`config.mk`:
```
export PLATFORM = sky130hd
export DESIGN_NAME = if_stage
export DESIGN_NICKNAME = d
export VERILOG_FILES = /design/src/rtl/if_stage_pkg.sv /design/src/rtl/if_stage_branch_predictor.sv /design/src/rtl/if_stage.sv
export SDC_FILE = /design/constraint.sdc
export NUM_CORES = 1
export LEC_CHECK = 0
export ABC_AREA = 1
export ABC_CLOCK_PERIOD_IN_PS = 1550
export CAP_MARGIN = 20
export CORE_MARGIN = 5
export CORE_UTILIZATION = 43
export CTS_BUF_LIST = sky130_fd_sc_hd__clkbuf_4
export DETAILED_ROUTE_END_ITERATION = 12
export MAX_ROUTING_LAYER = met4
export PLACE_DENSITY = 0.83
export RECOVER_POWER = 50
export SYNTH_ARGS = -nofsm -noshare
export SYNTH_HDL_FRONTEND = slang
export SYNTH_SLANG_ARGS = --single-unit
```
`constraint.sdc`:
```
create_clock -name clk -period 1.55 [get_ports clk]
set_input_delay 0.31 -clock clk [delete_from_list [all_inputs] [get_ports clk]]
set_output_delay 0.31 -clock clk [all_outputs]
set_load 0.01 [all_outputs]
```
`src/rtl/if_stage_pkg.sv`:
```
// Shared definitions for the instruction-fetch stage: next-PC select codes,
// predictor state encodings and the IF/ID payload layout.
package if_stage_pkg;

  localparam int unsigned XLEN     = 32;
  localparam int unsigned PC_SRC_W = 3;
  localparam int unsigned BP_W     = 2;

  typedef enum logic [PC_SRC_W-1:0] {
    PC_SEQ      = 3'd0,
    PC_PFC      = 3'd1,
    PC_ROLLBACK = 3'd2,
    PC_EXC      = 3'd3
  } pc_src_e;

  typedef enum logic [BP_W-1:0] {
    BP_SNT = 2'b00,
    BP_WNT = 2'b01,
    BP_WT  = 2'b10,
    BP_ST  = 2'b11
  } bp_state_e;

  typedef struct packed {
    logic [XLEN-1:0] pc;
    logic [XLEN-1:0] inst;
    logic            valid;
  } if_id_t;

endpackage

```
`src/rtl/if_stage_branch_predictor.sv`:
```
// Two-bit saturating branch predictor; trained only by resolved branches
// from execute, independent of any pipeline stall or flush.
module branch_predictor_2bit
  import if_stage_pkg::*;
(
  input  logic clk,
  input  logic rst,
  input  logic br_resolved,
  input  logic br_taken,
  output logic predict_taken
);

  bp_state_e state_q, state_d;

  always_ff @(posedge clk) begin
    if (!rst) state_q <= BP_WNT;
    else      state_q <= state_d;
  end

  // Saturating up/down count on each resolution.
  always_comb begin
    state_d = state_q;
    if (br_resolved) begin
      case (state_q)
        BP_SNT:  state_d = br_taken ? BP_WNT : BP_SNT;
        BP_WNT:  state_d = br_taken ? BP_WT  : BP_SNT;
        BP_WT:   state_d = br_taken ? BP_ST  : BP_WNT;
        BP_ST:   state_d = br_taken ? BP_ST  : BP_WT;
        default: state_d = BP_WNT;
      endcase
    end
  end

  assign predict_taken = state_q[BP_W-1];

endmodule

```
`src/rtl/if_stage.sv`:
```
// Instruction fetch: PC register with next-PC selection, IF/ID pipeline
// register with hold/flush, and the branch direction predictor.
module if_stage
  import if_stage_pkg::*;
#(
  parameter logic [XLEN-1:0] RESET_PC   = 32'h0000_0000,
  parameter logic [XLEN-1:0] EXC_VECTOR = 32'h0000_03E8,
  parameter logic [XLEN-1:0] NOP_INST   = 32'h0000_0000
) (
  input  logic                clk,
  input  logic                rst,
  input  logic [PC_SRC_W-1:0] pc_src,
  input  logic [XLEN-1:0]     pfc,
  input  logic [XLEN-1:0]     rollback_pc,
  input  logic                pc_write,
  input  logic                if_id_write,
  input  logic                if_id_flush,
  input  logic                ex_br_resolved,
  input  logic                ex_br_taken,
  output logic [XLEN-1:0]     im_addr,
  input  logic [XLEN-1:0]     im_data,
  output logic [XLEN-1:0]     pc,
  output logic [XLEN-1:0]     if_id_pc,
  output logic [XLEN-1:0]     if_id_inst,
  output logic                if_id_valid,
  output logic                predict_taken
);

  logic [XLEN-1:0] pc_q, pc_d;
  if_id_t          if_id_q, if_id_d;

  always_ff @(posedge clk) begin
    if (!rst) begin
      pc_q    <= RESET_PC;
      if_id_q <= '{pc: '0, inst: NOP_INST, valid: 1'b0};
    end else begin
      pc_q    <= pc_d;
      if_id_q <= if_id_d;
    end
  end

  // Rollback and exception redirects bypass the stall; seq/pfc honour it.
  always_comb begin
    pc_d = pc_q;
    case (pc_src_e'(pc_src))
      PC_ROLLBACK: pc_d = rollback_pc;
      PC_EXC:      pc_d = EXC_VECTOR;
      PC_PFC:      if (pc_write) pc_d = pfc;
      default:     if (pc_write) pc_d = pc_q + XLEN'(1);
    endcase
  end

  // Flush wins over hold and keeps the PC of the squashed slot.
  always_comb begin
    if_id_d = if_id_q;
    if (if_id_flush)      if_id_d = '{pc: pc_q, inst: NOP_INST, valid: 1'b0};
    else if (if_id_write) if_id_d = '{pc: pc_q, inst: im_data,  valid: 1'b1};
  end

  branch_predictor_2bit u_bp (
    .clk           (clk),
    .rst           (rst),
    .br_resolved   (ex_br_resolved),
    .br_taken      (ex_br_taken),
    .predict_taken (predict_taken)
  );

  assign im_addr     = pc_q;
  assign pc          = pc_q;
  assign if_id_pc    = if_id_q.pc;
  assign if_id_inst  = if_id_q.inst;
  assign if_id_valid = if_id_q.valid;

endmodule

```
==> run summary, run 1 <==
Avg Cell Area, Syn: 6.870 um2
CP max-delay cell: dfxtp_2
Initial Utilization: 0.4332
vias in the first global route: 5863
count leader, synth: nand2_1
XOR/XNOR Fraction of Synth Area: 0.01193
synth top area cells: dfxtp_1 (39%), nand2_1 (12%), a21oi_1 (8.7%)
grt ovf: 0
Slew Limit Fails: 0
Post-Route WL: 19.37 mm
die width: 119.3 um
outcome: complete, but fails checks
Power Dens Cells: 742.2 mW/mm2
WP data arrival: 1960 ps
main combinational cell family by area after synthesis: simple AND/OR/NAND/NOR gates
Setup WS pre-CTS: -299.9 ps
# rows: 40
crit-path cells: ha_4 -> nand2_4 -> nor2_4 -> nand3b_1 -> nor2_1 -> nand2_1 -> nand3_1 -> a21oi_1
min-delay src: rst
Setup Crit Path Kind: reg2reg
mux share of post-synthesis cell area: 0
most instantiated cells after synthesis: nand2_1 (168), dfxtp_1 (99), a21oi_1 (89)
fin util: 0.6796
Worst-path clk slew: 180 ps
slowest stage delay, CP: 400 ps
Top FF cell, synth: dfxtp_1
drt via density: 5.236
GRT Util Overall: 0.2565
Critical Path Fanout Max: 4
Die Y: 119.3 um
Clock Latency Late Sink: 470 ps
internal power: 4.041 mW
clock skew: 26.56 ps
drt drc: 0
fmax: 631.9 MHz
ANT nets after route: 0
CP delay by family, top: simple AND/OR/NAND/NOR gates
Worst Path Required: 1930 ps
Synth Area in Simple Gates: 0.2561
Max-Cap Viols: 0
Pwr Total: 5.983 mW
fillcell total: 1005
largest net degree at the start of global routing: 46
wire length per cell: 16.66 um
Final WS setup: -32.52 ps
post-cts hold buffer count: 0
post-route minimum period: 1583 ps
Syn Nets: 855
hpwl dp: 14.04 mm
Mapped Area: 0.005139 mm2
Sinks on Clock Net: 99
RSZ-0062 raised after global routing: true
FF-to-FF End: im_addr[18]$_SDFFE_PN0P_
# setup viols final: 2
Area growth, synth to finish: 56.88%
via count: 6090
Final GP Congestion: 1.004
top-area cell type share of the netlist area: 0.3857
Post-synth EDFFs: 0
Reg2Reg Depth: 8
Fin Setup TNS: -51.19 ps
CTS max path bufs: 2
Comb power frac: 0.268
worst hold path class: in2reg
Yosys reg bits: 99
leading area contributor after synthesis: dfxtp_1
crit share post-route: 1.021
Worst Hold End: u_bp.state_q[1]$_SDFFE_PN0P_
Worst Path Buf+Inv: 0
CORE AREA: 0.01186 mm2
sequential fraction of the synthesis area: 0.3857
Final Hold Vio Count: 0
Synth Area in Compound Gates: 0.2113
Post-Syn Instances: 748
CTS tree: yes
Slew HR: 0.5428
Worst-Margin Slew: 685.7 ps
Nets: 1117
Pleak: 3.677 nW
Post-synth ARST share: 0
Sw Share: 0.3247
DR pass1 iterations: 5
r2r setup slk: -30 ps
initial antenna violation count: 0
unique cell type count in the Yosys netlist: 30
final hold slack: 103.5 ps
Clk network pwr share: 0.261
element type at the critical path start: flop
Die Area: 0.01424 mm2
CTS buffer count: 9
layout cells sized above 1: 0.2128
Buffers on Ports: 235
Min-Delay Path Depth: 3
number of DRC markers in iteration 0: 637
Sw Pwr: 1.942 mW
Max VDD drop: 529.3 uV
first-pass GRT wire length: 29.21 mm
Root Buffer: clkbuf_4
Critical R2R Launch: im_addr[0]$_SDFFE_PN0P_
I/O pin cnt: 236
Yosys Warn Count: 0
crit path capture type: flop
Flop pwr share: 0.471
post-synthesis adder-cell area fraction: 0.002435
violated checks: negative setup slack
CTS H-Tree Depth: 3
tightest hold or removal path, delay by kind of cell:
kind            cells  cell delay, ps
compound gates      1              40
buf+inv             2             200
sequential cells by signal, summed over array words and instances, names as in the netlist:
name and flops:
if_id_valid 1, im_addr 32, u_bp.state_q 2, if_id_inst 32
if_id_pc 32
what timing repair did:
action	4_1_cts	5_1_grt
buffers inserted	24	8
pin swaps	1	18
endpoints found under the setup margin	135	50
resized for setup	223	80
layout by cell type (no fill, tap or decap), types with 2 or more instances in the layout:
master           Yosys  routed
dfxtp_1             99      65
o21ai_1              0       2
clkdlybuf4s15_1      0       5
o21ai_0             74      71
dfxtp_4              0      17
dfxtp_2              0      17
a31oi_1              9       9
a41oi_1              0       2
nor2_2               5      16
nor2_4               8      13
clkbuf_1            18       3
a211oi_1            22      22
a21oi_1             89      88
buf_2                9       3
nand2_1            168     157
buf_12               0       5
dlygate4sd2_1        0      95
nand2_4              2       4
inv_6                1       2
inv_8                0       2
inv_1               63      63
clkbuf_2             0      26
clkdlybuf4s50_1      0     101
nand3b_1             2       2
clkbuf_4             0      10
xor2_1               6       6
inv_2                3       3
nand3_1             34      34
dlygate4sd3_1        0       3
nand2_2              2      11
nor2_1              83      67
buf_6                2       9
buf_4               37      69
layout make-up:
cell class	instances	area, um2	share of cell area
repair buffers	320	2806	0.3481
inverters	67	256.5	0.03182
multi-input cells	513	2584	0.3205
diodes	1	2.502	0.0003104
well taps	147	183.9	0.02282
clock inverters	7	93.84	0.01164
clock buffers	9	67.56	0.008381
flip-flops and latches	99	2067	0.2564
logic make-up (layout without fill, tap and decap cells):
logic type      count (synthesis)  in the layout
flops                          99             99
compound gates                198            198
buf+inv                       136            403
simple gates                  307            307
fa+ha+maj                       1              1
other cells                     0              1
xor+xnor                        7              7
layer usage:
metal  wire [um]  track usage  vias up
li1            -            -     2935
met5           0            -        -
met1        7988       0.3175     2743
met4         698       0.1059        0
met2        9208       0.4260      350
met3        1476      0.02991       62
power by group through the flow:
stage	sequential, mW	combinational, mW	clock, mW
floorplan	2.96	0.596	0
global placement	2.90	1.57	0
detailed placement	2.90	1.59	0
CTS	2.81	1.57	1.58
global route	2.84	1.71	1.68
finish	2.82	1.60	1.56
stage by stage:
step | cell area (um2) | instances
after floorplan | 5139 | 748
after global placement | 7726 | 1115
after detailed placement | 7726 | 1115
after CTS | 8030 | 1154
after global routing | 8059 | 1162
final | 8061 | 1163
how the worst max path moves through the flow:
stage / cells past startpoint / end / slack [ps] / startpoint
after global routing: 8 / im_addr[18]$_SDFFE_PN0P_ / -80 / im_addr[4]$_SDFFE_PN0P_
after floorplan: 9 / im_addr[14]$_SDFFE_PN0P_ / 110 / im_addr[1]$_SDFFE_PN0P_
final: 8 / im_addr[18]$_SDFFE_PN0P_ / -30 / im_addr[0]$_SDFFE_PN0P_
after global placement: 7 / im_addr[14]$_SDFFE_PN0P_ / -280 / pc_src[0]
after CTS: 2 / pc[27] / -30 / im_addr[27]$_SDFFE_PN0P_
after detailed placement: 7 / im_addr[14]$_SDFFE_PN0P_ / -300 / pc_src[0]
(Power assumes the default switching activity.)
==> run 2, diff against run 1 <==
--- a/config.mk
+++ b/config.mk
@@ -9,12 +9,12 @@
 export ABC_CLOCK_PERIOD_IN_PS = 1550
 export CAP_MARGIN = 20
 export CORE_MARGIN = 5
-export CORE_UTILIZATION = 43
-export CTS_BUF_LIST = sky130_fd_sc_hd__clkbuf_4
+export CORE_UTILIZATION = 42
 export DETAILED_ROUTE_END_ITERATION = 12
 export MAX_ROUTING_LAYER = met4
-export PLACE_DENSITY = 0.83
+export PLACE_DENSITY = 0.81
 export RECOVER_POWER = 50
+export SETUP_SLACK_MARGIN = 0.4
 export SYNTH_ARGS = -nofsm -noshare
 export SYNTH_HDL_FRONTEND = slang
 export SYNTH_SLANG_ARGS = --single-unit
==> run 2 against run 1 <==
Net effect: the run still ends with negative setup slack left; final cell count increased by 0.86%; worst hold slack improved by 120 ps; wire length increased by 7.5%; sequential power increased by 2%; global-route usage about the same; cell area increased by 6.0%; critical path type unchanged; critical endpoint is now im_addr[16]$_SDFFE_PN0P_; largest cell class unchanged; highest routed layer unchanged.
==> run summary, run 2 (synthesized netlist as in run 1, its figures left out) <==
initial antenna violation count: 0 (unchanged)
largest net degree at the start of global routing: 36 (-22%)
CTS max path bufs: 2 (unchanged)
ANT nets after route: 0 (unchanged)
Setup Crit Path Kind: reg2reg
post-route minimum period: 1552 ps (-30.12 ps)
Worst Hold End: u_bp.state_q[1]$_SDFFE_PN0P_
Sinks on Clock Net: 99 (unchanged)
post-cts hold buffer count: 0 (unchanged)
Placed Cells: 1096 (-1.7%)
Power Dens Cells: 837.7 mW/mm2 (+13%)
die width: 120.6 um (+1.1%)
Slew Limit Fails: 0 (unchanged)
# setup viols final: 1 (-1)
CORE AREA: 0.01201 mm2 (+1.3%)
crit share post-route: 1.002 (-0.01943)
most frequent cells in the layout: nand2_1 (156), clkdlybuf4s50_1 (98), buf_6 (90), a21oi_1 (86), nor2_1 (71)
Worst-Margin Slew: 631.2 ps (-54.54 ps)
Setup WS pre-CTS: -232.9 ps (+67.02 ps)
fin util: 0.7113 (+0.03161)
crit path capture type: flop
WP data arrival: 1820 ps (-140 ps)
Post-Route WL: 20.83 mm (+7.5%)
grt ovf: 0 (unchanged)
RSZ-0062 raised after global routing: true
Critical Path Fanout Max: 6 (+2)
CTS H-Tree Depth: 3 (unchanged)
Buffers on Ports: 235 (unchanged)
Critical R2R Launch: im_addr[9]$_SDFFE_PN0P_
FF-to-FF End: im_addr[16]$_SDFFE_PN0P_
I/O pin cnt: 236 (unchanged)
vias in the first global route: 5651 (-3.6%)
Die Y: 120.6 um (+1.1%)
element type at the critical path start: flop
Root Buffer: clkbuf_16
Pwr Total: 7.156 mW (+20%)
worst hold path class: in2reg
Area growth, synth to finish: 66.25%
Pleak: 3.634 nW (-1.2%)
Finished Layout Cells: 1173 (+0.86%)
outcome: complete, but fails checks
CTS tree: yes
fillcell total: 919 (-8.6%)
via count: 6304 (+3.5%)
drt via density: 5.374 (+2.6%)
number of DRC markers in iteration 0: 619 (-2.8%)
Slew HR: 0.5792 (+0.03636)
min-delay src: rst
Clock Latency Late Sink: 350 ps (-120 ps)
Final WS setup: -2.400 ps (+30.12 ps)
Final Hold Vio Count: 0 (unchanged)
first-pass GRT wire length: 29.31 mm (+0.33%)
drt drc: 0 (unchanged)
Reg2Reg Depth: 8 (unchanged)
Worst Path Required: 1820 ps (-110 ps)
wire length per cell: 17.76 um (+6.6%)
CTS buffer count: 9 (unchanged)
most common cell after layout, fill and taps aside: nand2_1
fmax: 644.2 MHz (+1.9%)
hpwl dp: 13.34 mm (-5.0%)
Worst-path clk slew: 70 ps (-110 ps)
violated checks: negative setup slack
clock skew: 7.702 ps (-18.85 ps)
layout cells sized above 1: 0.3177 (+0.1049)
DR pass1 iterations: 8 (+3)
Final GP Congestion: 0.9114 (-9.3%)
Max-Cap Viols: 0 (unchanged)
Max VDD drop: 473.8 uV (-10%)
Initial Utilization: 0.4278 (-0.005415)
Nets: 1128 (+0.98%)
ANT cells: 0 (-1)
Die Area: 0.01455 mm2 (+2.2%)
GRT Util Overall: 0.2568 (+0.0003243)
# rows: 40 (unchanged)
Min-Delay Path Depth: 3 (unchanged)
r2r setup slk: -2 ps (+30 ps)
[run 2: cell count changes in the layout (fill, tap and decap cells not counted), sizes merged, moves of 2 or more]
cell           before  now
buf                86  174
clkbuf             39   64
clkdlybuf4s15       5    0
clkdlybuf4s50     101   98
dlygate4sd2        95    4
dlygate4sd3         3    0
inv                70   68
[run 2: per-layer routing]
layer / vias up / GRT usage / part of all wire
met5: - / - / 0
met4: 0 / 0.07720 / 0.031
met3: 64 / 0.05239 / 0.099
met2: 426 / 0.4230 / 0.47
met1: 2848 / 0.3191 / 0.40
li1: 2966 / - / -
[run 2: worst max path at each step]
stage                                        start                        to  cells after the start
final                      im_addr[9]$_SDFFE_PN0P_  im_addr[16]$_SDFFE_PN0P_                      8
after global placement                   pc_src[2]  im_addr[30]$_SDFFE_PN0P_                      9
after floorplan            im_addr[0]$_SDFFE_PN0P_  im_addr[14]$_SDFFE_PN0P_                      9
after CTS                  im_addr[0]$_SDFFE_PN0P_  im_addr[22]$_SDFFE_PN0P_                      9
after global routing      im_addr[12]$_SDFFE_PN0P_  im_addr[19]$_SDFFE_PN0P_                      8
after detailed placement                 pc_src[2]  im_addr[11]$_SDFFE_PN0P_                      9
[run 2: where the power goes]
group          switching, mW  leakage, nW  total, mW  internal [mW]
logic                  0.805         2.62       1.75          0.941
clock network           1.01        0.166       2.53           1.52
registers              0.175        0.849       2.88           2.71
[run 2: layout make-up]
cell class	instances	area (um2)	area share
Timing Repair Buffer	331	3012	0.3525
Multi-Input combinational cell	513	2605	0.3049
Sequential cell	99	2143	0.2509
Inverter	67	265.3	0.03105
Clock buffer	11	254.0	0.02973
Tap cell	147	183.9	0.02153
Clock inverter	5	80.08	0.009373
[run 2: critical path, cell delays in order, from the launching register on]
cell and delay [ps]:
dfxtp_4 390, nand2_1 170, nor2_1 210, nand2_1 150
nor2_4 210, nand2_1 70, nand2_1 60, nand2_1 80
a21oi_2 140
[run 2: metrics by stage]
step                      setup TNS [ps]  hold slack (ps)  area, um2
final                             -2.400            227.8       8543
after global routing              -84.35            243.0       8543
after CTS                              0            218.4       8082
after detailed placement           -6222            450.1       7702
after global placement             -4857            445.5       7702
after floorplan                        0            441.8       5225
[run 2: repair_timing]
item                       CTS  global route
gates resized for setup    613           137
buffers inserted            33            23
pin swaps                    9            17
setup endpoints to repair  194           197
cloned                       1             4
==> run 3, diff against run 2 <==
--- a/config.mk
+++ b/config.mk
@@ -15,6 +15,7 @@
 export PLACE_DENSITY = 0.81
 export RECOVER_POWER = 50
 export SETUP_SLACK_MARGIN = 0.4
+export SKIP_CTS_REPAIR_TIMING = 1
 export SYNTH_ARGS = -nofsm -noshare
 export SYNTH_HDL_FRONTEND = slang
 export SYNTH_SLANG_ARGS = --single-unit
==> run 3 against run 2 <==
Net effect: the flow now finishes without violations; fmax is 2.5% higher; clock power hardly changed; first-iteration DRC count is 6.1% lower; clock-buffer cell count stayed put; non-clock buffer count is 29 lower; cell area is 5.7% lower; global-route usage is 1.3 points lower; largest cell class is now multi-input combinational cells; largest power group unchanged.
==> run summary, run 3 (synthesized netlist as in run 1, its figures left out) <==
hpwl dp: 13.34 mm (unchanged)
Power Dens Cells: 861.0 mW/mm2 (+2.8%)
Worst-Margin Slew: 867.7 ps (+236.5 ps)
Nets: 1099 (-2.6%)
drt drc: 0 (unchanged)
fillcell total: 1025 (+12%)
Finished Layout Cells: 1144 (-2.5%)
Critical Path Fanout Max: 6 (unchanged)
crit share post-route: 0.9776 (-0.02398)
Die Y: 120.6 um (unchanged)
number of DRC markers in iteration 0: 581 (-6.1%)
Final Hold Vio Count: 0 (unchanged)
Slew Limit Fails: 0 (unchanged)
Setup WS pre-CTS: -232.9 ps (unchanged)
Seq. cell area: 0.002142 mm2 (about the same)
element type at the critical path start: flop
Placed Cells: 1096 (unchanged)
Pleak: 3.441 nW (-5.3%)
DR pass1 iterations: 5 (-3)
CTS buffer count: 9 (unchanged)
WP data arrival: 1800 ps (-20 ps)
Root Buffer: clkbuf_16
Setup Crit Path Kind: reg2reg
Fin Setup TNS: 0 ps (+2.400 ps)
Area growth, synth to finish: 56.71%
Final WS setup: 34.77 ps (+37.17 ps)
crit path capture type: flop
Slew HR: 0.4215 (-0.1577)
Max-Cap Viols: 0 (unchanged)
Clock Latency Late Sink: 350 ps (about the same)
I/O pin cnt: 236 (unchanged)
Sinks on Clock Net: 99 (unchanged)
CTS max path bufs: 2 (unchanged)
fmax: 660.0 MHz (+2.5%)
via count: 6064 (-3.8%)
CORE AREA: 0.01201 mm2 (unchanged)
most common cell after layout, fill and taps aside: nand2_1
footprint of the multi-input gates: 0.002611 mm2 (+0.24%)
CTS H-Tree Depth: 3 (unchanged)
ANT nets after route: 0 (unchanged)
RSZ-0062 raised after global routing: true
clock skew: 8.117 ps (+0.4154 ps)
first-pass GRT wire length: 27.91 mm (-4.8%)
layout cells sized above 1: 0.2959 (-0.02185)
# rows: 40 (unchanged)
GRT Util Overall: 0.2436 (-0.01321)
Worst-path clk slew: 70 ps (about the same)
post-route minimum period: 1515 ps (-37.17 ps)
Max VDD drop: 482.7 uV (+1.9%)
wire length per cell: 17.33 um (-2.4%)
most frequent cells in the layout: nand2_1 (159), clkdlybuf4s50_1 (98), a21oi_1 (85), nor2_1 (75), o21ai_0 (69)
initial antenna violation count: 0 (unchanged)
Die Area: 0.01455 mm2 (unchanged)
CTS tree: yes
Post-Route WL: 19.82 mm (-4.9%)
drt via density: 5.301 (-1.4%)
fin util: 0.6704 (-0.04083)
# setup viols final: 0 (-1)
Worst Path Required: 1830 ps (about the same)
largest net degree at the start of global routing: 36 (unchanged)
outcome: completed
die width: 120.6 um (unchanged)
Pwr Total: 6.934 mW (-3.1%)
Buffers on Ports: 235 (unchanged)
Initial Utilization: 0.4278 (unchanged)
worst hold path class: in2reg
vias in the first global route: 5456 (-3.5%)
Final GP Congestion: 0.9114 (unchanged)
ANT cells: 0 (unchanged)
r2r setup slk: 30 ps (+40 ps)
grt ovf: 0 (unchanged)
[run 3: worst max-delay path: stages (launching register included)]
cell and delay (ps):
dfxtp_4 400, ha_4 150, nand2_4 50, nor2_4 160, nand2_4 120, nor2_4 200, nand2_1 90, nand2_1 90
nand3_2 70, a21oi_2 120
[run 3: stage by stage]
stage / cell area, um2 / hold WS (ps)
3_5_place_dp: 7702 / 450.1
2_1_floorplan: 5225 / 441.8
6_report: 8053 / 226.7
3_3_place_gp: 7702 / 445.5
5_1_grt: 8053 / 243.0
4_1_cts: 8036 / 225.7
[run 3: layer usage]
metal / vias up / track usage / wire (um)
met4: 0 / 0.06728 / 627
met2: 364 / 0.3968 / 9424
li1: 2897 / - / -
met1: 2743 / 0.3132 / 8139
met5: - / - / 0
met3: 60 / 0.04256 / 1627
[run 3: final timing paths]
check                              startpoint                           end  cells after the start
setup / recovery      im_addr[1]$_SDFFE_PN0P_      im_addr[24]$_SDFFE_PN0P_                      9
hold / removal                            rst  u_bp.state_q[1]$_SDFFE_PN0P_                      3
setup reg to reg      im_addr[1]$_SDFFE_PN0P_      im_addr[24]$_SDFFE_PN0P_                      9
hold reg to reg   if_id_inst[24]$_SDFFE_PP0P_   if_id_inst[24]$_SDFFE_PP0P_                      2
[run 3: layout make-up]
type                            count  share of cell area
Clock inverter                      5            0.009944
Inverter                           67             0.03263
Clock buffer                       11             0.03154
Tap cell                          147             0.02284
Multi-Input combinational cell    513              0.3243
Timing Repair Buffer              302              0.3128
Sequential cell                    99              0.2660
[run 3: report_power, final]
part	switching, mW	internal (mW)
logic	0.749	0.774
clock network	1.00	1.52
registers	0.179	2.71
total	1.93	5.00
